## src/rtl/control_pkg.sv

```systemverilog
// Shared decode definitions: opcode map, ALU operation codes and the control
// word carried down the pipeline registers.
package control_pkg;

    localparam int OPCODE_W = 8;
    localparam int ALUOP_W  = 8;

    // Opcode map
    localparam logic [OPCODE_W-1:0] OP_ADD  = 8'h00;
    localparam logic [OPCODE_W-1:0] OP_SUB  = 8'h01;
    localparam logic [OPCODE_W-1:0] OP_MUL  = 8'h02;
    localparam logic [OPCODE_W-1:0] OP_AND  = 8'h03;
    localparam logic [OPCODE_W-1:0] OP_OR   = 8'h04;
    localparam logic [OPCODE_W-1:0] OP_XOR  = 8'h05;
    localparam logic [OPCODE_W-1:0] OP_LDB  = 8'h10;
    localparam logic [OPCODE_W-1:0] OP_LDW  = 8'h11;
    localparam logic [OPCODE_W-1:0] OP_STB  = 8'h12;
    localparam logic [OPCODE_W-1:0] OP_STW  = 8'h13;
    localparam logic [OPCODE_W-1:0] OP_ADDI = 8'h14;
    localparam logic [OPCODE_W-1:0] OP_BEQ  = 8'h30;
    localparam logic [OPCODE_W-1:0] OP_JUMP = 8'h31;

    // ALU operation codes
    localparam logic [ALUOP_W-1:0] ALU_ADD = 8'h00;
    localparam logic [ALUOP_W-1:0] ALU_SUB = 8'h01;
    localparam logic [ALUOP_W-1:0] ALU_MUL = 8'h02;
    localparam logic [ALUOP_W-1:0] ALU_AND = 8'h03;
    localparam logic [ALUOP_W-1:0] ALU_OR  = 8'h04;
    localparam logic [ALUOP_W-1:0] ALU_XOR = 8'h05;

    // Control word; an all-zero value is a NOP (ADD, no writes, no memory access)
    typedef struct packed {
        logic                regDst;
        logic                branch;
        logic                memRead;
        logic                memToReg;
        logic                memWrite;
        logic                aluSrc;
        logic                regWrite;
        logic                memByte;
        logic                illegal;
        logic [ALUOP_W-1:0]  aluOp;
    } ctrl_t;

endpackage

```

## src/rtl/control_decode.sv

```systemverilog
// Combinational main decoder: opcode -> control word. Anything not in the
// table, including unknown opcodes in simulation, falls to the illegal row,
// which never writes or touches memory.
module control_decode
    import control_pkg::*;
(
    input  logic [OPCODE_W-1:0] opcode,
    output ctrl_t               ctrl
);

    // Table lookup with the illegal row as the default
    always_comb begin
        ctrl         = '0;
        ctrl.illegal = 1'b1;
        case (opcode)
            OP_ADD, OP_SUB, OP_MUL, OP_AND, OP_OR, OP_XOR: begin
                ctrl.illegal  = 1'b0;
                ctrl.regDst   = 1'b1;
                ctrl.regWrite = 1'b1;
                // R-type opcodes map one-to-one onto ALU codes
                ctrl.aluOp    = opcode;
            end
            OP_LDB, OP_LDW: begin
                ctrl.illegal  = 1'b0;
                ctrl.memRead  = 1'b1;
                ctrl.memToReg = 1'b1;
                ctrl.aluSrc   = 1'b1;
                ctrl.regWrite = 1'b1;
                ctrl.memByte  = (opcode == OP_LDB);
                ctrl.aluOp    = ALU_ADD;
            end
            OP_STB, OP_STW: begin
                ctrl.illegal  = 1'b0;
                ctrl.memWrite = 1'b1;
                ctrl.aluSrc   = 1'b1;
                ctrl.memByte  = (opcode == OP_STB);
                ctrl.aluOp    = ALU_ADD;
            end
            OP_ADDI: begin
                ctrl.illegal  = 1'b0;
                ctrl.aluSrc   = 1'b1;
                ctrl.regWrite = 1'b1;
                ctrl.aluOp    = ALU_ADD;
            end
            OP_BEQ: begin
                // Compare is done as a subtract
                ctrl.illegal  = 1'b0;
                ctrl.branch   = 1'b1;
                ctrl.aluOp    = ALU_SUB;
            end
            OP_JUMP: begin
                ctrl.illegal  = 1'b0;
                ctrl.branch   = 1'b1;
                ctrl.aluSrc   = 1'b1;
                ctrl.aluOp    = ALU_ADD;
            end
            default: ;
        endcase
    end

endmodule

```

## src/rtl/control_unit.sv

```systemverilog
// Main decoder with registered outputs: the opcode sampled at a rising edge
// drives the control outputs from that edge on. Reset clears to a NOP.
module control_unit
    import control_pkg::*;
#(
    parameter int OPCODE_W = control_pkg::OPCODE_W,
    parameter int ALUOP_W  = control_pkg::ALUOP_W
) (
    input  logic                clk,
    input  logic                rst_n,
    input  logic [OPCODE_W-1:0] opcode,
    output logic                regDst,
    output logic                branch,
    output logic                memRead,
    output logic                memToReg,
    output logic [ALUOP_W-1:0]  aluOp,
    output logic                memWrite,
    output logic                aluSrc,
    output logic                regWrite,
    output logic                memByte,
    output logic                illegal
);

    ctrl_t ctrlNext;
    ctrl_t ctrlReg;

    control_decode uDecode (
        .opcode (opcode),
        .ctrl   (ctrlNext)
    );

    // Output register; asynchronous clear to the all-zero NOP word
    always_ff @(posedge clk or negedge rst_n) begin
        if (!rst_n) begin
            ctrlReg <= '0;
        end else begin
            ctrlReg <= ctrlNext;
        end
    end

    assign regDst   = ctrlReg.regDst;
    assign branch   = ctrlReg.branch;
    assign memRead  = ctrlReg.memRead;
    assign memToReg = ctrlReg.memToReg;
    assign memWrite = ctrlReg.memWrite;
    assign aluSrc   = ctrlReg.aluSrc;
    assign regWrite = ctrlReg.regWrite;
    assign memByte  = ctrlReg.memByte;
    assign illegal  = ctrlReg.illegal;
    assign aluOp    = ctrlReg.aluOp;

endmodule

```

## config.mk

```make
export PLATFORM = sky130hd
export DESIGN_NAME = control_unit
export DESIGN_NICKNAME = d
export VERILOG_FILES = /design/src/rtl/control_pkg.sv /design/src/rtl/control_decode.sv /design/src/rtl/control_unit.sv
export SDC_FILE = /design/constraint.sdc
export NUM_CORES = 1
export LEC_CHECK = 0
export CAP_MARGIN = 10
export CORE_MARGIN = 10
export CORE_UTILIZATION = 40
export DETAILED_ROUTE_END_ITERATION = 6
export GPL_TIMING_DRIVEN = 1
export PLACE_DENSITY = 0.83
export SLEW_MARGIN = 5
export SYNTH_ARGS = -nofsm -noshare
export SYNTH_HDL_FRONTEND = slang
export SYNTH_SLANG_ARGS = --single-unit
```

## constraint.sdc

```tcl
create_clock -name clk -period 0.8 [get_ports clk]
set_clock_uncertainty 0.1 [all_clocks]
set_input_delay 0.08 -clock clk [delete_from_list [all_inputs] [get_ports clk]]
set_output_delay 0.08 -clock clk [all_outputs]
set_load 0.02 [all_outputs]
```

# --- Word level (Yosys, flattened, before mapping) ---
# Index checks and enable logic that the tools add are counted.
word_totals:
  regBits: 17
  output_inout_bits: 17
  wordCells: 37
op_classes:
  eq_ne: 12
  mux: 8
  reduce_logical: 7
op_table:
  columns: ["op", "count"]
  rows:
  - ["== test 8 x 5 -> 1 bit (second input constant)", 5]
  - ["case mux 9 bit (3 select lines)", 1]
  - ["== test 8 x 2 -> 1 bit (second input constant)", 2]
  - ["== test 8 x 3 -> 1 bit (second input constant)", 2]
  - ["== test 8 x 6 -> 1 bit (second input constant)", 2]
  - ["OR reduction 6 bit", 2]
  - ["OR reduction 9 bit", 1]
  - ["== test 8 x 1 -> 1 bit (second input constant)", 1]
  - ["logical NOT 8 bit", 1]
  - ["OR reduction 2 bit", 3]
  - ["2-to-1 mux 1 bit", 5]
  - ["2-to-1 mux 2 bit", 1]
  - ["case mux 1 bit (2 select lines)", 1]

# --- Longest topological paths before layout ---
# Gate-level depths: netlist of run 1.
logic_depth:
  depth_word: 3
  mapped_depth: 4
  depth_no_buf: 3

# --- Modules after synthesis ---
# Synthesis of run 1 repeated with hierarchy kept, for this count alone.
unflattened:
  cells_unflattened: 55
  hier_area_um2: 664.4
by_module_without_submodules:
  columns: ["mod", "n_inst", "cells_each", "area_per_inst_um2", "seq_area_each_um2"]
  rows:
  - ["control_unit", 1, 17, 425.4, 425.4]
  - ["control_decode", 1, 38, 239.0, 0.0]

# --- Worst setup path before layout of run 1 ---
# No wires, ideal clock.
synth_timing:
  path_type: "input port to flip-flop"
  from: "input port opcode[1]"
  to: "register ctrlReg (netlist bit aluOp[0])"
  arrival_time_ns: 0.618
  t_required_ns: 0.581
  setup_slack_ns: -0.037
  path_stages: 4
  n_path_buf: 1
  path_cell_list: "buf_4 > nor2_1 > and4b_1 > o21a_1"
synth_rtl:
  columns: ["element", "line_no", "text"]
  rows:
  - ["start: declaration", "control_unit.sv:11", "input logic [OPCODE_W-1:0] opcode,"]
  - ["end signal: assignment", "control_unit.sv:37", "ctrlReg <= ctrlNext;"]
  - ["end: declaration", "control_unit.sv:25", "ctrl_t ctrlReg;"]

# --- Final worst setup path of run 1 ---
layout_timing:
  from: "register ctrlReg (netlist bit memRead)"
  to: "output port memRead"
layout_rtl:
  columns: ["element", "line_no", "text"]
  rows:
  - ["end: declaration", "control_unit.sv:14", "output logic memRead,"]
# No word-level cell between the ends.

==> qor.yml, run 1 <==
worst_setup_path:
  critical_path_class: "register to primary output"
  cp-end-kind: "primary output"
  worstPathMaxFanout: 2
  cp_slowest_cell: "dfrtp_1"
  critPathMaxStageDelay_ps: 370
  crit_required_ps: 620
  critPathBufInv: 1
  cp.arrival_ps: 800
  path_cells: "buf_2"
  startpoint_type: "register"
  crit_family: "flip-flops"
placement:
  routabilityCongestion: 0.8425
  port_buffers: 26
  dp_hpwl_mm: 1.041
  placed_area_um2: 955.9
layout:
  stdcell_area_um2: 1003
  final_nets: 99
  area_growth_pct: 56.95
  fillCellCount: 135
  antenna_cells: 0
  layout-drive-gt1-share: 0.4943
clock_network:
  htreeDepth: 1
  numCtsBuffers: 3
  cts_max_path_buffers: 2
  cts_tree: "built"
  cts-root-buf: "clkbuf_4"
  numClockSinks: 16
  clk_pin_slew_worst_paths_ps: 80
sta:
  period_share: 1.231
  hold_viol: 2
  clock.fmax_mhz: 1016
  fin_ws_ps: -184.7
  post-route-min-period_ps: 984.7
  tns_ps: -2841
  finalSetupViolCount: 17
  slew_viol_final: 0
  hold-worst-slack_ps: -38.62
  rsz0062_at_grt: "yes"
detailed_routing:
  firstDrtPassIters: 1
  wl_per_cell_um: 13.60
  top_layer: "met4"
  wl_met2_um: 625
  antenna_left: 0
  drt-vias-per-instance: 4.738
  met3WireLength_um: 184
  drt-met1-wl_um: 575
  via_count: 488
  drt_iter0_markers: 0
  routed_wl_mm: 1.401
  drcViolationCount: 0
synthesis:
  synth_xor_area_frac: 0
  synth_edf_count: 0
  synth_seq_cells: 16
  synth_area_per_cell_um2: 12.54
  synth-compound-area-share: 0.1194
  ys_top_cells_by_count: "16 x dfrtp_1, 7 x nor2_1, 3 x a21oi_1"
  yosys.area.top_type: "dfrtp_1"
  yosysMostFrequentCell: "dfrtp_1"
  yosys_warnings: 0
  synth-simple-area-share: 0.1644
  ys_types: 24
  synth_area_um2: 639.4
  async_reset_ff_frac: 1.000
  ys.flop_type: "dfrtp_1"
  synth_top_family_by_area: "simple AND/OR/NAND/NOR gates"
  netlist.area_leader.share: 0.6262
  ys_seq_area_frac: 0.6262
  synth_area_leaders: "dfrtp_1 63%, a2111oi_4 4.3%, nor2_1 4.1%"
  synthAdderAreaFrac: 0
  synthCells: 51
  muxShareOfSynthArea: 0.01566
run_status:
  violations: "hold timing, setup timing"
  status: "finished, violations left"
die:
  io_pins: 27
  fp-row-count: 14
  die_y_um: 59.98
  die_x_um: 59.98
  die_area_um2: 3598
  core_um2: 1506
  start_util: 0.4244
run:
  cap_violations: 0
global_route:
  track_usage: 0.07495
  antenna_found_initial: 0
  grt_pass1_vias: 473
  grt_pass1_wl_mm: 2.028
  grt_max_degree: 17
  grt_overflow: 0
pwr:
  p_leak_nw: 0.4888
  ir_worst_vdd_v: 0.0008259
  powerDensity_nw_per_um2: 1464
worst_hold_path:
  hp-class: "input pin to register"
report_power, final:
group / leakage, nW / switching (mW) / internal [mW]
sequential: 0.207 / 0.00833 / 0.827
clock: 0.0138 / 0.220 / 0.174
combinational: 0.269 / 0.127 / 0.113
repair_timing:
| action | in CTS | in global routing |
|---|---|---|
| gates resized for setup | 120 | 9 |
| hold endpoints to repair | 4 | 1 |
| pin swaps | 4 | 4 |
| buffers inserted | 1 | 1 |
| cloned | 0 | 0 |
| setup endpoints to repair | 28 | 24 |
registers in the layout, indices dropped and copies added, names as in the netlist:
name	flops
illegal	1
memRead	1
memWrite	1
aluOp	8
regDst	1
aluSrc	1
regWrite	1
branch	1
memByte	1
placed cells by master (no fill, tap or decap), types with 2 or more instances in the layout:
| master | count |
|---|---|
| a21oi_1 | 3 |
| buf_2 | 5 |
| buf_4 | 6 |
| buf_6 | 16 |
| clkbuf_2 | 2 |
| clkbuf_4 | 3 |
| conb_1 | 5 |
| dfrtp_1 | 16 |
| inv_1 | 2 |
| nand2_2 | 2 |
| nor2_1 | 7 |
final timing paths:
path                            from  slack (ps)        to  cells past startpoint
min                        opcode[3]         -40   illegal                      3
min in group asynchronous      rst_n          40  aluOp[3]                      2
max                          memRead        -180   memRead                      1
max in group asynchronous      rst_n         440  aluOp[4]                      2
metrics by stage:
step	util	instances	worst slack, ps	power (mW)
after floorplan	-	55	-20.81	0.9613
after global placement	0.6346	98	-546.1	1.077
after detailed placement	0.6346	98	-577.7	1.083
after CTS	0.6603	102	-198.0	1.478
after global routing	0.6661	103	-220.0	1.525
final	0.6661	103	-184.7	1.469
metal layers:
layer	vias up	global-route usage
met1	225	0.07426
met5	-	0
li1	237	-
met4	0	0.04808
met2	24	0.1176
met3	2	0.04237
area by class of cell:
cell class / instances / area, um^2 / share of cell area
Clock buffer: 3 / 22.52 / 0.02244
Multi-Input combinational cell: 32 / 232.7 / 0.2319
Tap cell: 16 / 20.02 / 0.01995
Sequential cell: 16 / 400.4 / 0.3990
Timing Repair Buffer: 34 / 320.3 / 0.3192
Inverter: 2 / 7.507 / 0.007481
cells by family after synthesis:
logic type      after synthesis
mux                           1
compound gates                9
flops                        16
buf+inv                       7
simple gates                 17
other cells                   1
Note: power is estimated with default switching activity, not from simulation.
==> inputs of run 2 (changes only) <==
--- a/config.mk
+++ b/config.mk
@@ -5,12 +5,14 @@
 export SDC_FILE = /design/constraint.sdc
 export NUM_CORES = 1
 export LEC_CHECK = 0
+export ABC_AREA = 1
 export CAP_MARGIN = 10
 export CORE_MARGIN = 10
-export CORE_UTILIZATION = 40
+export CORE_UTILIZATION = 39
 export DETAILED_ROUTE_END_ITERATION = 6
 export GPL_TIMING_DRIVEN = 1
-export PLACE_DENSITY = 0.83
+export PLACE_DENSITY = 0.82
+export SKIP_LAST_GASP = 1
 export SLEW_MARGIN = 5
 export SYNTH_ARGS = -nofsm -noshare
 export SYNTH_HDL_FRONTEND = slang
==> run 2 against run 1 <==
Compared with the run above:
- the flow still finishes with violations (hold timing, setup timing)
- combinational power fell by 2%
- first-iteration DRC count rose by 8
- non-clock buffer count fell by 3
- clock power rose by 2%
- worst setup slack worse by 31 ps
- utilization increased by 1.7 points
- critical path type unchanged
- clock-buffer cell count stayed put
- wire length up 16%
- worst hold slack improved by 24 ps
- final area grew 2.6%
- synthesized area decreased by 3.7%
- sequential share of layout area is 1.0 points lower
==> qor.yml, run 2 <==
die:
  core_um2: 1506  # unchanged
  die_y_um: 59.73  # -0.42%
  fp-row-count: 14  # unchanged
  die_x_um: 59.73  # -0.42%
  die_area_um2: 3568  # -0.83%
  start_util: 0.4086  # -0.01578
  io_pins: 27  # unchanged
clock_network:
  holdBufCountCts: 0
  cts_max_path_buffers: 2  # unchanged
  clk_pin_slew_worst_paths_ps: 80  # about the same
  numCtsBuffers: 3  # unchanged
  cts-root-buf: "clkbuf_4"
  htreeDepth: 1  # unchanged
  numClockSinks: 16  # unchanged
  cts_tree: "built"
worst_setup_path:
  crit_required_ps: 620  # about the same
  critPathBufInv: 1  # unchanged
  worstPathMaxFanout: 2  # unchanged
  startpoint_type: "register"
  critPathMaxStageDelay_ps: 410  # +40 ps
  critical_path_class: "register to primary output"
  crit_family: "flip-flops"
  path_cells: "buf_6"
  cp.arrival_ps: 840  # +40 ps
  cp_slowest_cell: "dfrtp_1"
  cp-end-kind: "primary output"
global_route:
  grtUsageMet2: 0.1750  # +0.05735
  grtUsageMet1: 0.08166  # +0.007401
  grt_max_degree: 17  # unchanged
  gr-usage-met3: 0.02119  # -0.02119
  grt_pass1_vias: 609  # +29%
  track_usage: 0.09212  # +0.01718
  busiest_layer: "met2"
  antenna_found_initial: 1  # +1
  grt_pass1_wl_mm: 2.546  # +26%
  grt_overflow: 0  # unchanged
synthesis:
  synthCells: 63  # +24%
  muxShareOfSynthArea: 0  # -0.01566
  synth_area_per_cell_um2: 9.771  # -22%
  netlist.area_leader.share: 0.6504  # +0.02418
  synth_area_um2: 615.6  # -3.7%
  async_reset_ff_frac: 1.000  # unchanged
  synth-compound-area-share: 0.01423  # -0.1051
  ys.flop_type: "dfrtp_1"
  yosysMostFrequentCell: "dfrtp_1"
  ys_top_cells_by_count: "16 x dfrtp_1, 15 x nand2_1, 12 x inv_1"
  synth_area_leaders: "dfrtp_1 65%, nand2_1 9.1%, inv_1 7.3%"
  ys_types: 13  # -46%
  ys_seq_area_frac: 0.6504  # +0.02418
  synth_top_family_by_area: "simple AND/OR/NAND/NOR gates"
  synth_xor_area_frac: 0  # unchanged
  synth_seq_cells: 16  # unchanged
  yosys_warnings: 0  # unchanged
  synth-simple-area-share: 0.2378  # +0.07342
  synthAdderAreaFrac: 0  # unchanged
  synth_edf_count: 0  # unchanged
  yosys.area.top_type: "dfrtp_1"
detailed_routing:
  firstDrtPassIters: 3  # +2
  drt_iter0_markers: 8  # +8
  antenna_left: 0  # unchanged
  wl_per_cell_um: 13.91  # +2.2%
  drcViolationCount: 0  # unchanged
  drt-vias-per-instance: 4.667  # -1.5%
  routed_wl_mm: 1.627  # +16%
  via_count: 546  # +12%
sta:
  finalSetupViolCount: 17  # unchanged
  fin_ws_ps: -215.7  # -31.00 ps
  slew_viol_final: 0  # unchanged
  tns_ps: -3000  # -158.9 ps
  post-route-min-period_ps: 1016  # +31.00 ps
  clock.fmax_mhz: 984.5  # -3.1%
  hold_viol: 1  # -1
  rsz0062_at_grt: "yes"
  hold-worst-slack_ps: -14.70  # +23.92 ps
  period_share: 1.270  # +0.03875
run_status:
  status: "finished, violations left"
  violations: "hold timing, setup timing"
run:
  cap_violations: 0  # unchanged
pwr:
  p_leak_nw: 0.5700  # +17%
  powerDensity_nw_per_um2: 1432  # -2.2%
  ir_worst_vdd_v: 0.0007053  # -15%
placement:
  placed_area_um2: 953.4  # -0.26%
  dp_hpwl_mm: 1.207  # +16%
  pre_cts_ws_ps: -475.4  # +102.3 ps
  port_buffers: 26  # unchanged
  routabilityCongestion: 0.8457  # +0.38%
layout:
  layout_commonest_cell: "buf_6"
  layout_common_cells: "17 x buf_6, 16 x dfrtp_1, 9 x nand2_1"
  fillCellCount: 126  # -6.7%
  seqCellArea_um2: 400.4  # unchanged
  final_nets: 112  # +13%
  largest_reg_flops: 8  # unchanged
  stdcell_area_um2: 1030  # +2.6%
  layout-drive-gt1-share: 0.4600  # -0.03425
  area_growth_pct: 67.28
  multi_input_area_um2: 217.7  # -6.5%
worst_hold_path:
  hp-class: "input pin to register"
-- run 2: routing by layer --
metal / vias to the layer above / wire [um]
met4: 0 / 22
met5: - / 0
li1: 255 / -
met1: 262 / 557
met2: 27 / 881
met3: 2 / 166
-- run 2: cell families (layout without fill, tap and decap cells) --
logic type / count (synthesis) / after routing
AO/OA/AOI/OAI: 1 / 1
flip-flops: 16 / 16
AND/OR/NAND/NOR: 31 / 31
buffers and inverters: 14 / 47
other: 1 / 6
-- run 2: what timing repair did --
item	CTS	global route
pin swaps	8	4
hold endpoints to repair	0	1
resized for setup	120	9
setup endpoints to repair	28	21
setup buffers	0	0
-- run 2: path summary, 6_finish.rpt --
check	start	endpoint	slack, ps	cells past startpoint
min in group asynchronous	rst_n	branch	20	2
hold / removal	opcode[1]	aluOp[1]	-10	3
max in group asynchronous	rst_n	aluSrc	450	2
setup / recovery	memRead	memRead	-220	1
-- run 2: report_power, final --
part / leakage [nW] / switching [mW] / internal [mW]
logic: 0.350 / 0.130 / 0.105
registers: 0.207 / 0.00928 / 0.828
clock network: 0.0138 / 0.228 / 0.175
-- run 2: final cells by class --
class                   instances  area share
multi-input cells              37      0.2114
diodes                          1    0.002430
well taps                      16     0.01944
inverters                      13     0.04739
flip-flops and latches         16      0.3888
clock buffers                   3     0.02187
repair buffers                 31      0.3086
-- run 2: metrics by stage --
stage	cells	util	power (mW)
after floorplan	67	-	0.9276
after global placement	113	0.6329	1.065
after detailed placement	113	0.6329	1.072
after CTS	116	0.6703	1.486
after global routing	117	0.6836	1.541
final	117	0.6836	1.475
==> patch 1, RTL diff (flow settings as in run 2) <==
Put a register stage on the output `memByte`. The value now appears one clock later. The other outputs are not delayed to match.
--- a/src/rtl/control_unit.sv
+++ b/src/rtl/control_unit.sv
@@ -22,2 +22,4 @@
 );
+
+    logic memByte_d;
 
@@ -47,3 +49,3 @@
     assign regWrite = ctrlReg.regWrite;
-    assign memByte  = ctrlReg.memByte;
+    assign memByte_d = ctrlReg.memByte;
     assign illegal  = ctrlReg.illegal;
@@ -51,2 +53,6 @@
 
+    always_ff @(posedge clk) begin
+        memByte <= memByte_d;
+    end
+
 endmodule
Formal check against the unedited RTL: not equivalent (a bounded check fails within 4 cycles, from zero or initial values and one cycle with rst_n low).
==> patch 1 against run 2 <==
The flow finishes with violations (negative setup slack). Via count down 2.4%. Final area is 4.5% higher. Area after synthesis is 3.3% higher. Wire length down 12%. Maximum frequency up 3.1%. Sequential power increased by 6.0%. Worst setup slack improved by 0.031 ns. Total power grew 5.2%. Critical path depth unchanged. Critical path type unchanged. Sequential cell count grew 1.
==> patch 1: results (changes against run 2) <==
Parameter                              Value

Outcome
  Outcome ... finished with violations
  Violations in the final reports ... negative setup slack

Power
  P_leak ... 0.5989 nW (+5.1%)
  Largest voltage drop on the vdd net ... 0.8035 mV (+14%)
  Int Power ... 1.187 mW (+7.2%)

Detailed routing
  Count of vias placed by the detailed router ... 533 (-2.4%)
  Routed via count divided by cell count ... 4.369 (-6.4%)
  Overall routed net length ... 1426 µm (-12%)
  Detailed-routing iteration count for the pre-antenna-repair pass ... 4 (+1)
  First DRT Iteration DRCs ... 3 (-5)

Place
  RePlAce Congestion ... 0.8569 (+1.3%)
  Post-DP Area ... 1003 µm² (+5.2%)
  Post-Place Cells ... 118 (+4.4%)

Critical path
  Data arrival, critical path ... 0.80 ns (-0.04 ns)
  Crit-path max cell delay ... 0.38 ns (-0.03 ns)

Min path
  Type of the tightest min-delay check ... primary input to asynchronous set/reset pin

Cells and area
  Number of diodes added for antenna fixing ... 0 (-1)
  Ratio of cells with drive above 1 in the final layout ... 47.17% (+1.2 points)
  Filler cell count in the final layout ... 133 (+5.6%)
  Area added between synthesis and finish ... 69.29%

STA
  Count of final setup violators ... 17 (unchanged)
  Setup Total Neg Slack ... -2.711 ns (+0.2887 ns)
  Worst path setup slack after routing ... -0.1847 ns (+0.03098 ns)

Synth
  Number of unique standard cell types used by synthesis ... 14 (+1)
  Ranking of synthesized cells by area ... dfrtp_1 63%, nand2_1 8.9%, inv_1 7.1%, nor2_1 4.1%, dfxtp_1 3.1%
  Sequential area share after synthesis ... 66.14% (+1.1 points)
  Fraction of registers with async set or reset after synthesis ... 94.12% (-5.9 points)
  Post-synthesis instance total ... 64 (+1.6%)

GRT
  Global-route wire length before repair ... 2235 µm (-12%)
  Via count of the first global-routing pass ... 559 (-8.2%)
  Antenna violations before repair ... 0 (-1)
  GRT Overall Usage ... 7.813% (-1.4 points)
## patch 1: cell count changes after synthesis, sizes merged
cell | before | now
dfxtp | 0 | 1
## patch 1: path summary, 6_finish.rpt
path / end / slack, ns / depth (start not counted)
min reg2reg: memByte / 0.25 / 0
max in group asynchronous: regDst / 0.45 / 2
max reg2reg: memByte / 0.24 / 0
max: memToReg / -0.18 / 1
min: aluOp[6] / 0.03 / 2
min in group clk: branch / 0.15 / 4
## patch 1: area by class of cell
type	count	area (µm²)	area share, %
Sequential cell	17	421.7	39.19
Timing Repair Buffer	35	339.1	31.51
Tap cell	16	20.02	1.860
Clock buffer	4	26.28	2.442
Multi-Input combinational cell	37	220.2	20.47
Inverter	13	48.80	4.535
## patch 1: logic make-up (layout without fill, tap and decap cells)
logic type,after synthesis,count (layout),share of synthesized area [%]
flops,17,17,66.14
compound gates,1,1,1.378
buf+inv,14,52,8.858
simple gates,31,31,23.03
other cells,1,5,0.5900
## patch 1: routing by layer
metal | routed length (µm) | GRT usage (%) | share of wire [%] | up-vias
met5 | 0 | 0 | 0 | -
met4 | 0 | 2.885 | 0 | 0
met3 | 169 | 3.340 | 12 | 0
met2 | 719 | 14.85 | 50 | 22
met1 | 537 | 7.125 | 38 | 244
li1 | - | - | - | 267
## patch 1: metrics by stage
step	utilization (%)	worst slack, ns	power, mW	hold slack, ns
after global routing	70.61	-0.2299	1.633	0.02537
after floorplan	-	0.006971	0.9788	-0.3156
after detailed placement	65.85	-0.4922	1.137	0.2269
after CTS	69.70	-0.2003	1.570	0.02982
final	70.61	-0.1847	1.552	0.03128
after global placement	65.85	-0.4676	1.130	0.2257
## patch 1: what timing repair did
item                                    4_1_cts  5_1_grt
gates resized for setup                     120        4
pin swaps                                    10        1
buffers inserted                              0        0
cloned                                        0        0
endpoints found under the setup margin       28       20
## patch 1: power groups by stage
stage                     Combinational, mW  Sequential, mW  Clock (mW)
after floorplan                      0.0521           0.927           0
after global placement                0.231           0.899           0
after detailed placement              0.236           0.900           0
after CTS                             0.242           0.887       0.441
after global routing                  0.268           0.888       0.477
final                                 0.247           0.887       0.419
==> patch 2, RTL diff (settings of run 2) <==
Made on the original files. Reset style: synchronous (`rst_n`), changed in one clocked block. Comments in the files are not updated.
--- a/src/rtl/control_unit.sv
+++ b/src/rtl/control_unit.sv
@@ -32,3 +32,3 @@
     // Output register; asynchronous clear to the all-zero NOP word
-    always_ff @(posedge clk or negedge rst_n) begin
+    always_ff @(posedge clk) begin
         if (!rst_n) begin
Formal check against the unedited RTL: differs if rst_n is asserted again (counterexample within 4 cycles, from zero or initial values and one cycle with rst_n low); with rst_n held inactive, the same outputs for 10 cycles.
==> patch 2 against run 2 <==
The run still ends with negative hold slack, negative setup slack left. Worst setup slack gained 0.091 ns. Total power shrank 0.17%. Synthesized cell count grew 7.9%. Largest power group unchanged. Final area shrank 0.61%. Sequential cell count is the same. Wire length shrank 5.2%. Sequential share of layout area shrank 5.6 points. Area after synthesis shrank 8.3%.
==> patch 2: results (changes against run 2) <==
Parameter                              Value

Place
  DP HPWL ... 1085 µm (-10%)
  Post-DP Area ... 873.3 µm² (-8.4%)
  Number of buffers added on ports ... 26 (unchanged)
  RePlAce Congestion ... 0.8930 (+5.6%)

Power
  Largest voltage drop on the vdd net ... 0.8094 mV (+15%)
  P_leak ... 0.5020 nW (-12%)

Critical path
  Data arrival, critical path ... 0.74 ns (-0.10 ns)
  Crit-path max cell delay ... 0.35 ns (-0.06 ns)
  Library cell contributing the largest single delay on the critical path ... dfxtp_2
  First element of the critical path ... memToReg

Cells and area
  Number of flip-flops in the largest register ... 8 (unchanged)
  Ratio of cells with drive above 1 in the final layout ... 67.31% (+21 points)
  Net count, final ... 116 (+3.6%)
  Number of diodes added for antenna fixing ... 0 (-1)

GRT
  Antenna violations before repair ... 0 (-1)
  Via count of the first global-routing pass ... 555 (-8.9%)
  GRT Overall Usage ... 8.745% (-0.47 points)
  Global-route wire length before repair ... 2346 µm (-7.9%)
  Largest net degree at the start of global routing ... 9 (-8)

CTS
  Clock buffer depth ... 2 (unchanged)
  Buffer type at the clock tree root ... clkbuf_4

Min path
  Worst min-delay path startpoint ... opcode[4]
  Hold-critical path depth ... 2 (-1)

Synth
  Primary FF master, synth ... dfxtp_1
  Ranking of synthesized cells by area ... dfxtp_1 57%, nand2_1 9.3%, nor2_1 7.3%, inv_1 6.0%, nand2_2 4.4%
  Number of unique standard cell types used by synthesis ... 17 (+4)
  Sequential area share after synthesis ... 56.76% (-8.3 points)
  Top cells by instance count after synthesis ... 16 x dfxtp_1, 14 x nand2_1, 11 x nor2_1
  Fraction of registers with async set or reset after synthesis ... 0% (-100 points)

Detailed routing
  First DRT Iteration DRCs ... 13 (+5)
  Detailed-routing iteration count for the pre-antenna-repair pass ... 4 (+1)
  Overall routed net length ... 1543 µm (-5.2%)
  Routed via count divided by cell count ... 4.857 (+4.1%)

STA
  Count of endpoints failing hold in the final timing report ... 1 (unchanged)
  Worst path setup slack after routing ... -0.1250 ns (+0.09076 ns)
  Worst hold-check slack ... -0.04292 ns (-0.02822 ns)
  Setup Total Neg Slack ... -1.833 ns (+1.167 ns)
  Count of final setup violators ... 17 (unchanged)

Outcome
  Violations in the final reports ... negative hold slack, negative setup slack
  Outcome ... finished with violations
## patch 2: routing by layer
metal  part of all wire [%]  track usage [%]
met3                    8.4            3.268
met2                     50            15.64
met5                      0                0
met4                    4.0            8.054
met1                     37            7.239
## patch 2: worst paths after layout
check,to,slack [ns]
min,aluOp[2],-0.04
max,memRead,-0.12
## patch 2: timing repair
action                     CTS  global route
hold endpoints to repair     0             1
pin swaps                   11            11
resized for setup          134            27
setup buffers                0             1
setup endpoints to repair   28            28
## patch 2: final cells by class
cell class                 instances  area (µm²)
sequential                        16       340.3
fill                              94       310.3
inverter                          10       37.54
clock buffer                       3       22.52
tap                               15       18.77
multi-input combinational         45       297.8
timing repair buffer              30       306.5
## patch 2: report_power, final
part,internal [mW],total (mW),switching (mW),leakage (nW)
Clock,0.175,0.411,0.236,0.0138
Sequential,0.819,0.827,0.00824,0.136
Combinational,0.102,0.235,0.133,0.352
Total,1.10,1.47,0.377,0.502
## patch 2: metrics by stage
| step | cells | hold slack (ns) | setup slack [ns] |
|---|---|---|---|
| finish | 119 | -0.04292 | -0.1250 |
| global route | 119 | -0.03707 | -0.1650 |
| CTS | 118 | 0.03676 | -0.1306 |
| detailed placement | 115 | 0.5702 | -0.4893 |
| global placement | 115 | 0.5607 | -0.4745 |
| floorplan | 72 | 0.05238 | 0.02513 |
## patch 2: cell families after synthesis
| kind of cell | share of synthesized area, % |
|---|---|
| and+or+nand+nor | 32.82 |
| buffers and inverters | 7.982 |
| DFF | 56.76 |
| other | 0.6646 |
| AOI/OAI and AO/OA | 1.772 |
